==> src/rtl/fma_pkg.sv <==
// rtl/fma_pkg.sv - shared command codes, FSM states and default sizes for fma_seq
package fma_pkg;

  localparam int NLANE_DEF = 4;
  localparam int DEPTH_DEF = 5;

  typedef enum logic [1:0] {
    CMD_NOP   = 2'd0,
    CMD_FMA   = 2'd1,
    CMD_ACC   = 2'd2,
    CMD_FLUSH = 2'd3
  } cmd_t;

  typedef enum logic [1:0] {
    ST_IDLE,
    ST_RUN,
    ST_FLUSH,
    ST_DRAIN
  } state_t;

  // Width of a lane index; at least one bit so single-lane builds stay legal.
  function automatic int lane_bits(input int n);
    return (n > 1) ? $clog2(n) : 1;
  endfunction

endpackage

==> src/rtl/fma_seq_pipe.sv <==
// rtl/fma_seq_pipe.sv - valid/command/lane stage shift register with ACC lane hazard compare
//
// Ports:
//   clk_i, reset_i      clock, synchronous active-high reset
//   issue_vld_i         an operation enters stage 1 on the next edge
//   issue_cmd_i         2-bit command of the entering operation
//   issue_lane_i        lane of the entering operation (already reduced mod NLANE)
//   chk_lane_i          lane of the incoming request, compared against ACCs in stages 1-3
//   hazard_o            an ACC to chk_lane_i is in stages 1-3
//   empty_front_o       stages 1-4 hold nothing
//   empty_all_o         no stage holds anything
//   mul_en_o .. rslt_cmd_o  per-stage enables and retiring command
module fma_seq_pipe
  import fma_pkg::*;
#(
  parameter int NLANE = NLANE_DEF,
  parameter int DEPTH = DEPTH_DEF,
  localparam int LW   = lane_bits(NLANE)
) (
  input  logic             clk_i,
  input  logic             reset_i,
  input  logic             issue_vld_i,
  input  logic [1:0]       issue_cmd_i,
  input  logic [LW-1:0]    issue_lane_i,
  input  logic [LW-1:0]    chk_lane_i,
  output logic             hazard_o,
  output logic             empty_front_o,
  output logic             empty_all_o,
  output logic             mul_en_o,
  output logic             asft_en0_o,
  output logic [NLANE-1:0] asft_en1_o,
  output logic             add_en_o,
  output logic             rslt_vld_o,
  output logic [1:0]       rslt_cmd_o
);

  logic [DEPTH:1]          vld_q, vld_d;
  logic [DEPTH:1][1:0]     cmd_q, cmd_d;
  // Lane is only consumed up to the shift stage, so it is not carried further.
  logic [3:1][LW-1:0]      lane_q, lane_d;

  always_comb begin
    vld_d  = {vld_q[DEPTH-1:1], issue_vld_i};
    // Empty slots carry NOP so the retiring command is clean when nothing retires.
    cmd_d  = {cmd_q[DEPTH-1:1], (issue_vld_i ? issue_cmd_i : CMD_NOP)};
    lane_d = {lane_q[2:1], issue_lane_i};
  end

  always_ff @(posedge clk_i) begin
    if (reset_i) begin
      vld_q  <= '0;
      cmd_q  <= '0;
      lane_q <= '0;
    end else begin
      vld_q  <= vld_d;
      cmd_q  <= cmd_d;
      lane_q <= lane_d;
    end
  end

  // A second ACC to the same lane must wait until the first has written its
  // accumulator in the shift stage.
  always_comb begin
    hazard_o = 1'b0;
    for (int k = 1; k <= 3; k++) begin
      if (vld_q[k] && (cmd_q[k] == CMD_ACC) && (lane_q[k] == chk_lane_i)) begin
        hazard_o = 1'b1;
      end
    end
  end

  always_comb begin
    asft_en1_o = '0;
    if (vld_q[3] && ((cmd_q[3] == CMD_ACC) || (cmd_q[3] == CMD_FLUSH))) begin
      asft_en1_o[lane_q[3]] = 1'b1;
    end
  end

  assign empty_front_o = ~|vld_q[4:1];
  assign empty_all_o   = ~|vld_q;
  assign mul_en_o      = vld_q[1];
  assign asft_en0_o    = vld_q[2];
  assign add_en_o      = vld_q[4];
  assign rslt_vld_o    = vld_q[DEPTH];
  assign rslt_cmd_o    = cmd_q[DEPTH];

endmodule

==> src/rtl/fma_seq.sv <==
// rtl/fma_seq.sv - FMA/accumulate issue sequencer with lane hazard stall and lane flush
//
// Ports:
//   clk, reset          clock, synchronous active-high reset
//   req, req_command    request valid and 32-bit op code (0 NOP, 1 FMA, 2 ACC, 3 FLUSH)
//   req_lane            accumulator lane for ACC (taken mod NLANE)
//   ready               request accepted this cycle when req & ready
//   mul_en, asft_en0, asft_en1, add_en   stage enables
//   rslt_vld, rslt_cmd  retiring operation and its command
//   busy                work in flight or sequencer not idle
module fma_seq
  import fma_pkg::*;
#(
  parameter int NLANE = NLANE_DEF,
  parameter int DEPTH = DEPTH_DEF
) (
  input  logic             clk,
  input  logic             reset,
  input  logic             req,
  input  logic [31:0]      req_command,
  input  logic [1:0]       req_lane,
  output logic             ready,
  output logic             mul_en,
  output logic             asft_en0,
  output logic [NLANE-1:0] asft_en1,
  output logic             add_en,
  output logic             rslt_vld,
  output logic [31:0]      rslt_cmd,
  output logic             busy
);

  localparam int            LW        = lane_bits(NLANE);
  localparam logic [LW-1:0] LAST_LANE = LW'(NLANE - 1);

  state_t        state_q;
  logic [LW-1:0] cnt_q;

  logic          is_fma, is_acc, is_flush, is_op, accept;
  logic [LW-1:0] lane_w;
  logic          hazard, empty_front, empty_all;
  logic          issue_vld;
  logic [1:0]    issue_cmd;
  logic [LW-1:0] issue_lane;
  logic [1:0]    rslt_cmd2;

  assign lane_w   = LW'(32'(req_lane) % 32'(NLANE));
  assign is_fma   = (req_command == {30'd0, CMD_FMA});
  assign is_acc   = (req_command == {30'd0, CMD_ACC});
  assign is_flush = (req_command == {30'd0, CMD_FLUSH});
  assign is_op    = is_fma || is_acc;

  // NOPs and unknown codes are accepted like anything else but never issue.
  assign ready  = !reset && ((state_q == ST_IDLE) || (state_q == ST_RUN)) && !(is_acc && hazard);
  assign accept = req && ready;

  always_comb begin
    issue_vld  = 1'b0;
    issue_cmd  = CMD_NOP;
    issue_lane = '0;
    if (state_q == ST_FLUSH) begin
      issue_vld  = 1'b1;
      issue_cmd  = CMD_FLUSH;
      issue_lane = cnt_q;
    end else if (accept && is_op) begin
      issue_vld  = 1'b1;
      issue_cmd  = req_command[1:0];
      issue_lane = lane_w;
    end
  end

  always_ff @(posedge clk) begin
    if (reset) begin
      state_q <= ST_IDLE;
      cnt_q   <= '0;
    end else begin
      case (state_q)
        ST_IDLE, ST_RUN: begin
          // The FLUSH request itself never enters the pipe; only its per-lane issues do.
          if (accept && is_flush) begin
            state_q <= ST_DRAIN;
          end else if (accept && is_op) begin
            state_q <= ST_RUN;
          end else if (empty_all) begin
            state_q <= ST_IDLE;
          end
        end
        ST_DRAIN: begin
          if (empty_front) begin
            state_q <= ST_FLUSH;
            cnt_q   <= '0;
          end
        end
        ST_FLUSH: begin
          cnt_q <= cnt_q + 1'b1;
          if (cnt_q == LAST_LANE) begin
            state_q <= ST_RUN;
          end
        end
        default: state_q <= ST_IDLE;
      endcase
    end
  end

  fma_seq_pipe #(
    .NLANE(NLANE),
    .DEPTH(DEPTH)
  ) u_pipe (
    .clk_i         (clk),
    .reset_i       (reset),
    .issue_vld_i   (issue_vld),
    .issue_cmd_i   (issue_cmd),
    .issue_lane_i  (issue_lane),
    .chk_lane_i    (lane_w),
    .hazard_o      (hazard),
    .empty_front_o (empty_front),
    .empty_all_o   (empty_all),
    .mul_en_o      (mul_en),
    .asft_en0_o    (asft_en0),
    .asft_en1_o    (asft_en1),
    .add_en_o      (add_en),
    .rslt_vld_o    (rslt_vld),
    .rslt_cmd_o    (rslt_cmd2)
  );

  assign rslt_cmd = {30'd0, rslt_cmd2};
  assign busy     = (state_q != ST_IDLE) || !empty_all;

endmodule

==> config.mk <==
export PLATFORM = sky130hd
export DESIGN_NAME = fma_seq
export DESIGN_NICKNAME = d
export VERILOG_FILES = /design/src/rtl/fma_pkg.sv /design/src/rtl/fma_seq_pipe.sv /design/src/rtl/fma_seq.sv
export SDC_FILE = /design/constraint.sdc
export NUM_CORES = 1
export LEC_CHECK = 0
export BUFFER_PORTS_ARGS = -buffer_cell sky130_fd_sc_hd__buf_2
export CORE_MARGIN = 5
export CORE_UTILIZATION = 30
export CTS_BUF_LIST = sky130_fd_sc_hd__clkbuf_4 sky130_fd_sc_hd__clkbuf_8
export CTS_CLUSTER_SIZE = 40
export DETAILED_ROUTE_END_ITERATION = 16
export SLEW_MARGIN = 25
export SYNTH_ARGS = -nofsm -noshare
export SYNTH_HDL_FRONTEND = slang
export SYNTH_SLANG_ARGS = --single-unit
==> constraint.sdc <==
create_clock -name clk -period 2.7 [get_ports clk]
set_input_delay 0.135 -clock clk [delete_from_list [all_inputs] [get_ports clk]]
set_output_delay 0.135 -clock clk [all_outputs]
set_load 0.05 [all_outputs]
==> results.tsv, run 1 <==
metric	value	unit
worst hold path type	in -> reg	
gr usage total	9.452	%
Hold WS	171.9	ps
dpl ws	989.3	ps
Placed Area	1464	um2
status	completed	
max-slew violation count	0	
Synth top area share	38.72	%
leakage power	0.7152	nW
Overall Power	0.7317	mW
Critical Path RT	2570	ps
fill count	441	
post-route cell area	1513	um2
sequential power share	50.3	%
fin worst setup slack	699.1	ps
Metal-1 WL	1.145	mm
sequential fraction of the synthesis area	38.72	%
DR DRC count	0	
hold depth	3	
latest clock arrival within the worst-skew pair	270	ps
Overflow after GRT	0	
Setup Fix Bufs, Post-CTS	0	
worst hold start	req_command[0]	
Final Util	37.02	%
wire per inst	10.60	um
Die X	75.64	um
dominant cells by area after synthesis	dfxtp_1, buf_4, nor2b_1	
Area Overhead vs Synth	17.04	%
initial DRC count	51	
FP Rows	23	
RSZ-0062 raised after global routing	false	
type of origin of the critical path	flip-flop	
gpl congestion	0.7602	
first-pass GRT wire length	4.202	mm
non-filler cells, final	248	
Int Pwr	0.4976	mW
CTS Hold Bufs	0	
final setup TNS	0	ps
r2r startpoint	u_pipe.vld_q[3]$_SDFF_PP0_	
H-tree depth	1	
die area	5721	um2
Worst R2R End	state_q[0]$_SDFFE_PP0P_	
Hold Path Sink	state_q[0]$_SDFFE_PP0P_	
Initial Util	31.63	%
vias	1035	
Core ar.	4086	um2
CTS clk-pin slew, worst paths	90	ps
Mapped Cells	149	
Syn Std Cell Area	1292	um2
clock skew	9.172	ps
Top Metal Used	met3	
Vias/cell	4.173	
n_diodes	0	
max_cap viols	0	
crit path DAT	1870	ps
Synth cell types	31	
ANT nets after route	0	
post-detail-place hpwl	2.213	mm
buffers added on ports	48	
Pwr Density	483.7	nW/um2
average instance area after synthesis	8.674	um2
die span in y	75.64	um
Yosys warnings	0	
post-CTS sizing	0	
Met3 Wirelength	243	um
clock sinks	25	
Crit Path Category	reg -> out	
clock share of power	30.3	%
final-report setup violation count	0	
initial antenna violation count	0	
placed cell count	244	
fmax	499.8	MHz
Yosys reg bits	25	
fraction of power spent switching nets	31.99	%
Peak supply drop	260.3	uV
R2R Setup Slk	1110	ps
layout cell share with drive strength beyond 1	28.79	%
crit end category	output port	
r2r worst-path depth	5	
CTS Buf Count	3	
highest net fanout along the worst path	4	
vias in the first global route	973	
fin crit share	74.11	%
CTS Root Cell	clkbuf_8	
# IOs	79	
CTS tree	built	
metal2 WL	1.240	mm
Detailed Routing Iterations Pass 1	4	
Final min period	2001	ps
CTS Buffer Depth	2	
combinational power share	19.4	%
Final nets	237	
leading area contributor after synthesis	dfxtp_1	
Detailed Route WL	2.630	mm
largest net degree at the start of global routing	26	
P_sw	0.2341	mW
final hold vios	0	
-- registers in the layout, summed over array words and instances (netlist names) --
| name | cells |
|---|---|
| u_pipe.lane_q | 2 |
| state_q | 2 |
| u_pipe.lane_d | 4 |
| cnt_q | 2 |
| u_pipe.cmd_d | 8 |
| u_pipe.vld_q | 5 |
| u_pipe.rslt_cmd_o | 2 |
-- worst max-delay path: stages, from the launching register on --
cell and delay [ps]:
dfxtp_1 370, nand2_1 100, or4_4 530, nor3b_2 190, o21a_1 200, buf_2 200
-- metal layers --
metal,GRT usage [%],vias to the layer above
li1,-,540
met1,12.19,452
met2,15.63,43
met3,3.826,0
met4,0.5825,0
met5,0,-
-- power groups by stage --
stage	Combinational, mW	Clock, mW	Sequential, mW
global placement	0.140	0	0.377
floorplan	0.144	0	0.377
finish	0.142	0.222	0.368
global route	0.152	0.250	0.368
detailed placement	0.141	0	0.377
CTS	0.141	0.233	0.368
-- layout by cell type, fill, tap and decap left out, drive strengths merged, types with 2 or more instances in the layout --
master,instances
nor2,13
nand4,3
or4,3
nand2,11
conb,30
dfxtp,25
xor2,4
nor2b,18
nor3,3
nand3,2
nor4,7
o31ai,2
nand2b,2
a2111oi,2
inv,4
or2,2
buf,48
clkbuf,3
a21oi,6
-- how the worst max path moves through the flow --
stage	startpoint	endpoint	slack (ps)	depth (start not counted)
floorplan	u_pipe.vld_q[1]$_SDFF_PP0_	busy	820	2
global placement	u_pipe.vld_q[1]$_SDFF_PP0_	busy	1010	3
detailed placement	u_pipe.vld_q[3]$_SDFF_PP0_	ready	990	5
CTS	u_pipe.vld_q[3]$_SDFF_PP0_	ready	680	5
global route	u_pipe.vld_q[3]$_SDFF_PP0_	ready	550	5
finish	u_pipe.vld_q[3]$_SDFF_PP0_	ready	700	5
-- cell families after synthesis --
family / Yosys count / share of synthesized area [%]
XOR/XNOR: 4 / 2.710
AO/OA/AOI/OAI: 16 / 9.681
adder cells (fa/ha/maj): 1 / 0.9679
AND/OR/NAND/NOR: 66 / 27.88
flip-flops: 25 / 38.72
buffers and inverters: 36 / 19.75
other: 1 / 0.2901
-- cells in the mapped netlist (all sizes together) --
master / n
a21o: 1
nor3b: 1
nand3: 2
xor2: 4
clkbuf: 1
nor4: 7
inv: 4
a2bb2oi: 1
dfxtp: 25
or2: 2
o22ai: 1
nor3: 3
ha: 1
nand2: 11
buf: 31
a32oi: 1
a21oi: 6
o31ai: 2
nand2b: 2
conb: 1
and3: 1
nor2: 13
or4: 3
a22oi: 1
nor2b: 18
a2111oi: 2
o21a: 1
nand4: 3
-- final cells by class --
type	instances	area, um2	share of cell area, %
Clock buffer	3	41.29	2.730
Clock inverter	1	7.507	0.4963
Inverter	4	15.01	0.9926
Multi-Input combinational cell	117	645.6	42.68
Sequential cell	25	500.5	33.09
Tap cell	50	62.56	4.136
Timing Repair Buffer	48	240.2	15.88
No activity file was read; power rests on OpenSTA's default activity.
==> run 2: changes to the inputs <==
- clock period: 2.7 -> 2 ns (I/O delays scaled with it)
==> results.tsv, run 2 (same netlist as run 1, synthesis figures left out) <==
metric	value	unit
Critical Path RT	1900	ps
die area	5721	um2
CTS Buf Count	3	
buffers added on ports	48	
Peak supply drop	263.4	uV
commonest non-fill, non-tap cell in the layout	buf_2	
worst hold path type	in -> reg	
# IOs	79	
status	completed	
max-slew violation count	0	
Placed Area	1471	um2
layout cell share with drive strength beyond 1	30.65	%
FP Rows	23	
die span in y	75.64	um
ANT nets after route	0	
type of origin of the critical path	flip-flop	
Vias/cell	4.325	
CP max stage delay	490	ps
Die X	75.64	um
max_cap viols	0	
clock sinks	25	
vias in the first global route	994	
wire per inst	10.94	um
latest clock arrival within the worst-skew pair	270	ps
Setup Fix Bufs, Post-CTS	0	
Pwr Density	643.9	nW/um2
Worst R2R End	state_q[0]$_SDFFE_PP0P_	
crit path DAT	1820	ps
Final min period	1918	ps
CTS Buffer Depth	2	
highest net fanout along the worst path	4	
CP endpoint	ready	
Initial Util	31.63	%
Core ar.	4086	um2
CTS Root Cell	clkbuf_8	
Largest register FFs	8	
fin crit share	95.90	%
gpl congestion	0.7440	
Detailed Routing Iterations Pass 1	4	
final-report setup violation count	0	
placed cell count	245	
Final Util	37.88	%
Overall Power	0.9965	mW
DR DRC count	0	
fmax	521.4	MHz
gr usage total	9.502	%
Slowest-stage cell, CP	or4_4	
post-route cell area	1548	um2
clock skew	5.666	ps
initial antenna violation count	0	
first-pass GRT wire length	4.195	mm
largest net degree at the start of global routing	25	
non-filler cells, final	249	
post-detail-place hpwl	2.240	mm
Overflow after GRT	0	
Crit Path Category	reg -> out	
leakage power	0.7217	nW
cell breakdown of the critical path	xor2_1 -> or4_4 -> nor3b_2 -> o21a_1 -> buf_6	
CTS tree	built	
final hold vios	0	
r2r worst-path depth	5	
CTS clk-pin slew, worst paths	90	ps
vias	1077	
n_diodes	0	
Detailed Route WL	2.725	mm
crit end category	output port	
H-tree depth	1	
initial DRC count	40	
CTS Hold Bufs	0	
crit path from	u_pipe.lane_q[4]$_SDFF_PP0_	
most frequent cells in the layout	buf_2, conb_1, dfxtp_1, nor2b_1, nor2_1	
Area Overhead vs Synth	19.75	%
Final nets	238	
r2r startpoint	u_pipe.lane_q[4]$_SDFF_PP0_	
R2R Setup Slk	440	ps
## run 2: changes by cell type in the layout (fill, tap and decap cells not counted)
cell,delta
clkbuf_4,+1
a2111oi_2,-1
a2111oi_4,+1
dfxtp_1,-2
or4_4,+1
buf_4,+1
or4_1,-1
buf_2,-2
dfxtp_2,+2
buf_6,+1
## run 2: layer usage
layer	GRT usage [%]	vias up	share of wire, %
li1	-	544	-
met1	12.25	486	42
met2	14.96	47	47
met3	4.485	0	11
met4	1.165	0	0
met5	0	-	0
## run 2: timing repair
action                                  in CTS  in global routing
gates resized for setup                      0                  8
endpoints found under the setup margin       0                  2
endpoints found under the hold margin        0                  0
## run 2: worst min-delay path by stage
stage / start / endpoint / slack [ps] / depth (start not counted)
detailed placement: req_command[0] / state_q[0]$_SDFFE_PP0P_ / 410 / 3
global placement: req_command[0] / state_q[0]$_SDFFE_PP0P_ / 410 / 3
global route: req_lane[1] / u_pipe.lane_d[3]$_SDFF_PP0_ / 150 / 3
floorplan: reset / u_pipe.cmd_d[9]$_SDFF_PP0_ / 170 / 1
CTS: req_lane[1] / u_pipe.lane_d[3]$_SDFF_PP0_ / 130 / 3
finish: req_lane[1] / u_pipe.lane_d[3]$_SDFF_PP0_ / 130 / 3
## run 2: critical path: cells and delay by family, from the launching register on
kind	cells	cell delay, ps
and+or+nand+nor	2	690
DFF	1	350
AOI/OAI and AO/OA	1	210
buffers and inverters	1	150
xor gates and xnor gates	1	140
## run 2: area by class of cell
cell class / count / area (um2)
fill: 432 / 2539
clock inverter: 1 / 7.507
tap: 50 / 62.56
clock buffer: 3 / 41.29
timing repair buffer: 49 / 256.5
inverter: 4 / 15.01
multi-input combinational: 117 / 661.9
sequential: 25 / 503.0
## run 2: report_power, final
group           switching (mW)  internal, mW
clock                    0.162         0.141
combinational            0.160        0.0363
sequential     0.0000000000468         0.497
total                    0.322         0.675
## run 2: metrics by stage
stage                     setup slack (ps)  hold WS [ps]  TNS [ps]
after floorplan                      158.0         171.6         0
after global placement               359.8         406.2         0
after detailed placement             346.3         409.7         0
after CTS                            22.22         128.0         0
after global routing                -13.12         146.2    -13.12
final                                81.91         130.9         0
==> run 3: changes to the inputs <==
- ABC_AREA: unset -> 1
- CAP_MARGIN: unset -> 20
==> results.tsv, run 3 <==
metric	value	unit
worst hold path type	in -> reg	
P_sw	0.3191	mW
global routing usage on met1	11.87	%
latest clock arrival within the worst-skew pair	270	ps
Top FF cell, synth	dfxtp_1	
Detailed Routing Iterations Pass 1	4	
CP max stage delay	360	ps
EDFF count, synth	0	
fmax	584.6	MHz
die area	6329	um2
clock sinks	25	
CTS clk-pin slew, worst paths	80	ps
gpl congestion	0.7694	
initial DRC count	48	
Setup Fix Bufs, Post-CTS	0	
leakage power	0.8437	nW
Overflow after GRT	0	
buffers added on ports	48	
Critical Path RT	1900	ps
status	completed	
non-filler cells, final	329	
Peak supply drop	361.0	uV
Pwr Density	583.8	nW/um2
highest net fanout along the worst path	4	
final-report setup violation count	0	
CTS tree	built	
CP bufs+invs	2	
Int Pwr	0.6722	mW
met2 global-route usage	17.53	%
CTS Buffer Depth	2	
ys async rst share	0	%
Yosys warnings	0	
cell breakdown of the critical path	nor4_2 -> inv_2 -> or2_4 -> nor2_1 -> nand2_1 -> buf_2	
synth cell count leaders	nor2_1, nand2_1, buf_4, inv_1, dfxtp_1	
post-CTS sizing	0	
clock skew	2.898	ps
Crit path max-delay family	simple AND/OR/NAND/NOR gates	
commonest non-fill, non-tap cell in the layout	buf_2	
CTS Root Cell	clkbuf_8	
leading area contributor after synthesis	dfxtp_1	
fin crit share	85.53	%
vias in the first global route	1193	
Core ar.	4723	um2
ANT nets after route	0	
RSZ-0062 raised after global routing	false	
final hold vios	0	
layout cell share with drive strength beyond 1	28.63	%
final setup TNS	0	ps
max_cap viols	0	
gr usage total	9.828	%
wire per inst	9.164	um
largest net degree at the start of global routing	22	
Yosys reg bits	25	
CTS Hold Bufs	0	
Detailed Route WL	3.015	mm
top-count cell post-synth	nor2_1	
clock share of power	29.8	%
Final min period	1711	ps
vias	1273	
Syn Std Cell Area	1451	um2
post-detail-place hpwl	2.562	mm
crit end category	output port	
Initial Util	30.73	%
fraction of power spent switching nets	32.19	%
Area Overhead vs Synth	16.98	%
sequential power share	50.2	%
Crit Path Category	reg -> out	
dominant cells by area after synthesis	dfxtp_1, buf_4, nor2_1	
die span in y	79.56	um
average instance area after synthesis	6.814	um2
FP Rows	25	
Synth cell types	27	
n_diodes	0	
first-pass GRT wire length	5.043	mm
Mapped Cells	213	
# IOs	79	
Synth top area share	34.48	%
sequential fraction of the synthesis area	34.48	%
combinational power share	20.1	%
crit path DAT	1610	ps
max-slew violation count	0	
initial antenna violation count	0	
CTS Buf Count	3	
most frequent cells in the layout	buf_2, nor2_1, nand2_1, conb_1, inv_1	
Final nets	301	
met3 track demand over resource	2.709	%
Vias/cell	3.869	
placed cell count	325	
type of origin of the critical path	flip-flop	
GR peak layer	met2	
H-tree depth	1	
DR DRC count	0	
Slowest-stage cell, CP	nor4_2	
Largest register FFs	8	
Die X	79.56	um
==> run 3: power by group through the flow <==
stage | Sequential [mW] | Clock, mW | Combinational [mW]
6_report | 0.497 | 0.295 | 0.199
5_1_grt | 0.497 | 0.331 | 0.214
4_1_cts | 0.497 | 0.310 | 0.198
3_5_place_dp | 0.509 | 0 | 0.198
3_3_place_gp | 0.509 | 0 | 0.197
2_1_floorplan | 0.509 | 0 | 0.200
==> run 3: final timing paths <==
| kind | depth (start not counted) | endpoint | startpoint | slack, ps |
|---|---|---|---|---|
| max | 6 | busy | u_pipe.vld_q[1]$_SDFF_PP0_ | 290 |
| min | 3 | u_pipe.cmd_d[2]$_SDFF_PP0_ | req_command[0] | 120 |
| max reg2reg | 11 | state_q[0]$_SDFFE_PP0P_ | u_pipe.vld_q[3]$_SDFF_PP0_ | 600 |
| min reg2reg | 2 | u_pipe.rslt_cmd_o[1]$_SDFF_PP0_ | u_pipe.cmd_d[9]$_SDFF_PP0_ | 400 |
==> run 3: metrics by stage <==
stage / hold WS [ps] / utilization [%] / total power [mW] / worst slack (ps) / instance area (um2)
floorplan: 234.9 / - / 0.7090 / 371.2 / 1560
global placement: 390.2 / 34.97 / 0.7059 / 564.1 / 1652
detailed placement: 393.9 / 34.97 / 0.7071 / 582.6 / 1652
CTS: 122.4 / 35.95 / 1.005 / 270.4 / 1698
global route: 124.3 / 35.95 / 1.042 / 155.4 / 1698
finish: 122.8 / 35.95 / 0.9913 / 289.3 / 1698
==> run 3: final cells by class <==
type | count | area, um2
Clock inverter | 1 | 5.005
Fill cell | 520 | 3025
Timing Repair Buffer | 48 | 240.2
Tap cell | 67 | 83.83
Sequential cell | 25 | 500.5
Multi-Input combinational cell | 153 | 706.9
Inverter | 32 | 120.1
Clock buffer | 3 | 41.29
==> run 3: worst reg2reg max path: stages (launching register included) <==
cell and delay [ps]:
dfxtp_1 380, nand2_1 140, nor2_1 110, nand3_1 100, nand3_2 90, nand2_2 60
nand2_1 90, nor2_2 50, o21ai_1 80, nand4_1 90, nand2_1 80, nor2_2 30
==> run 3: cell families (layout without fill, tap and decap cells) <==
family                     count (synthesis)  count (layout)  synth area share, %
buffers and inverters                     64              84                24.31
and+or+nand+nor                          109             109                34.05
AOI/OAI and AO/OA                         11              11                4.828
other                                      1              30               0.2584
adders and majority gates                  1               1               0.8619
DFF                                       25              25                34.48
xor gates and xnor gates                   2               2                1.207
==> run 3: routing by layer <==
metal	up-vias	wire length (um)
li1	682	-
met5	-	0
met1	554	1225
met3	2	240
met2	35	1536
met4	0	13
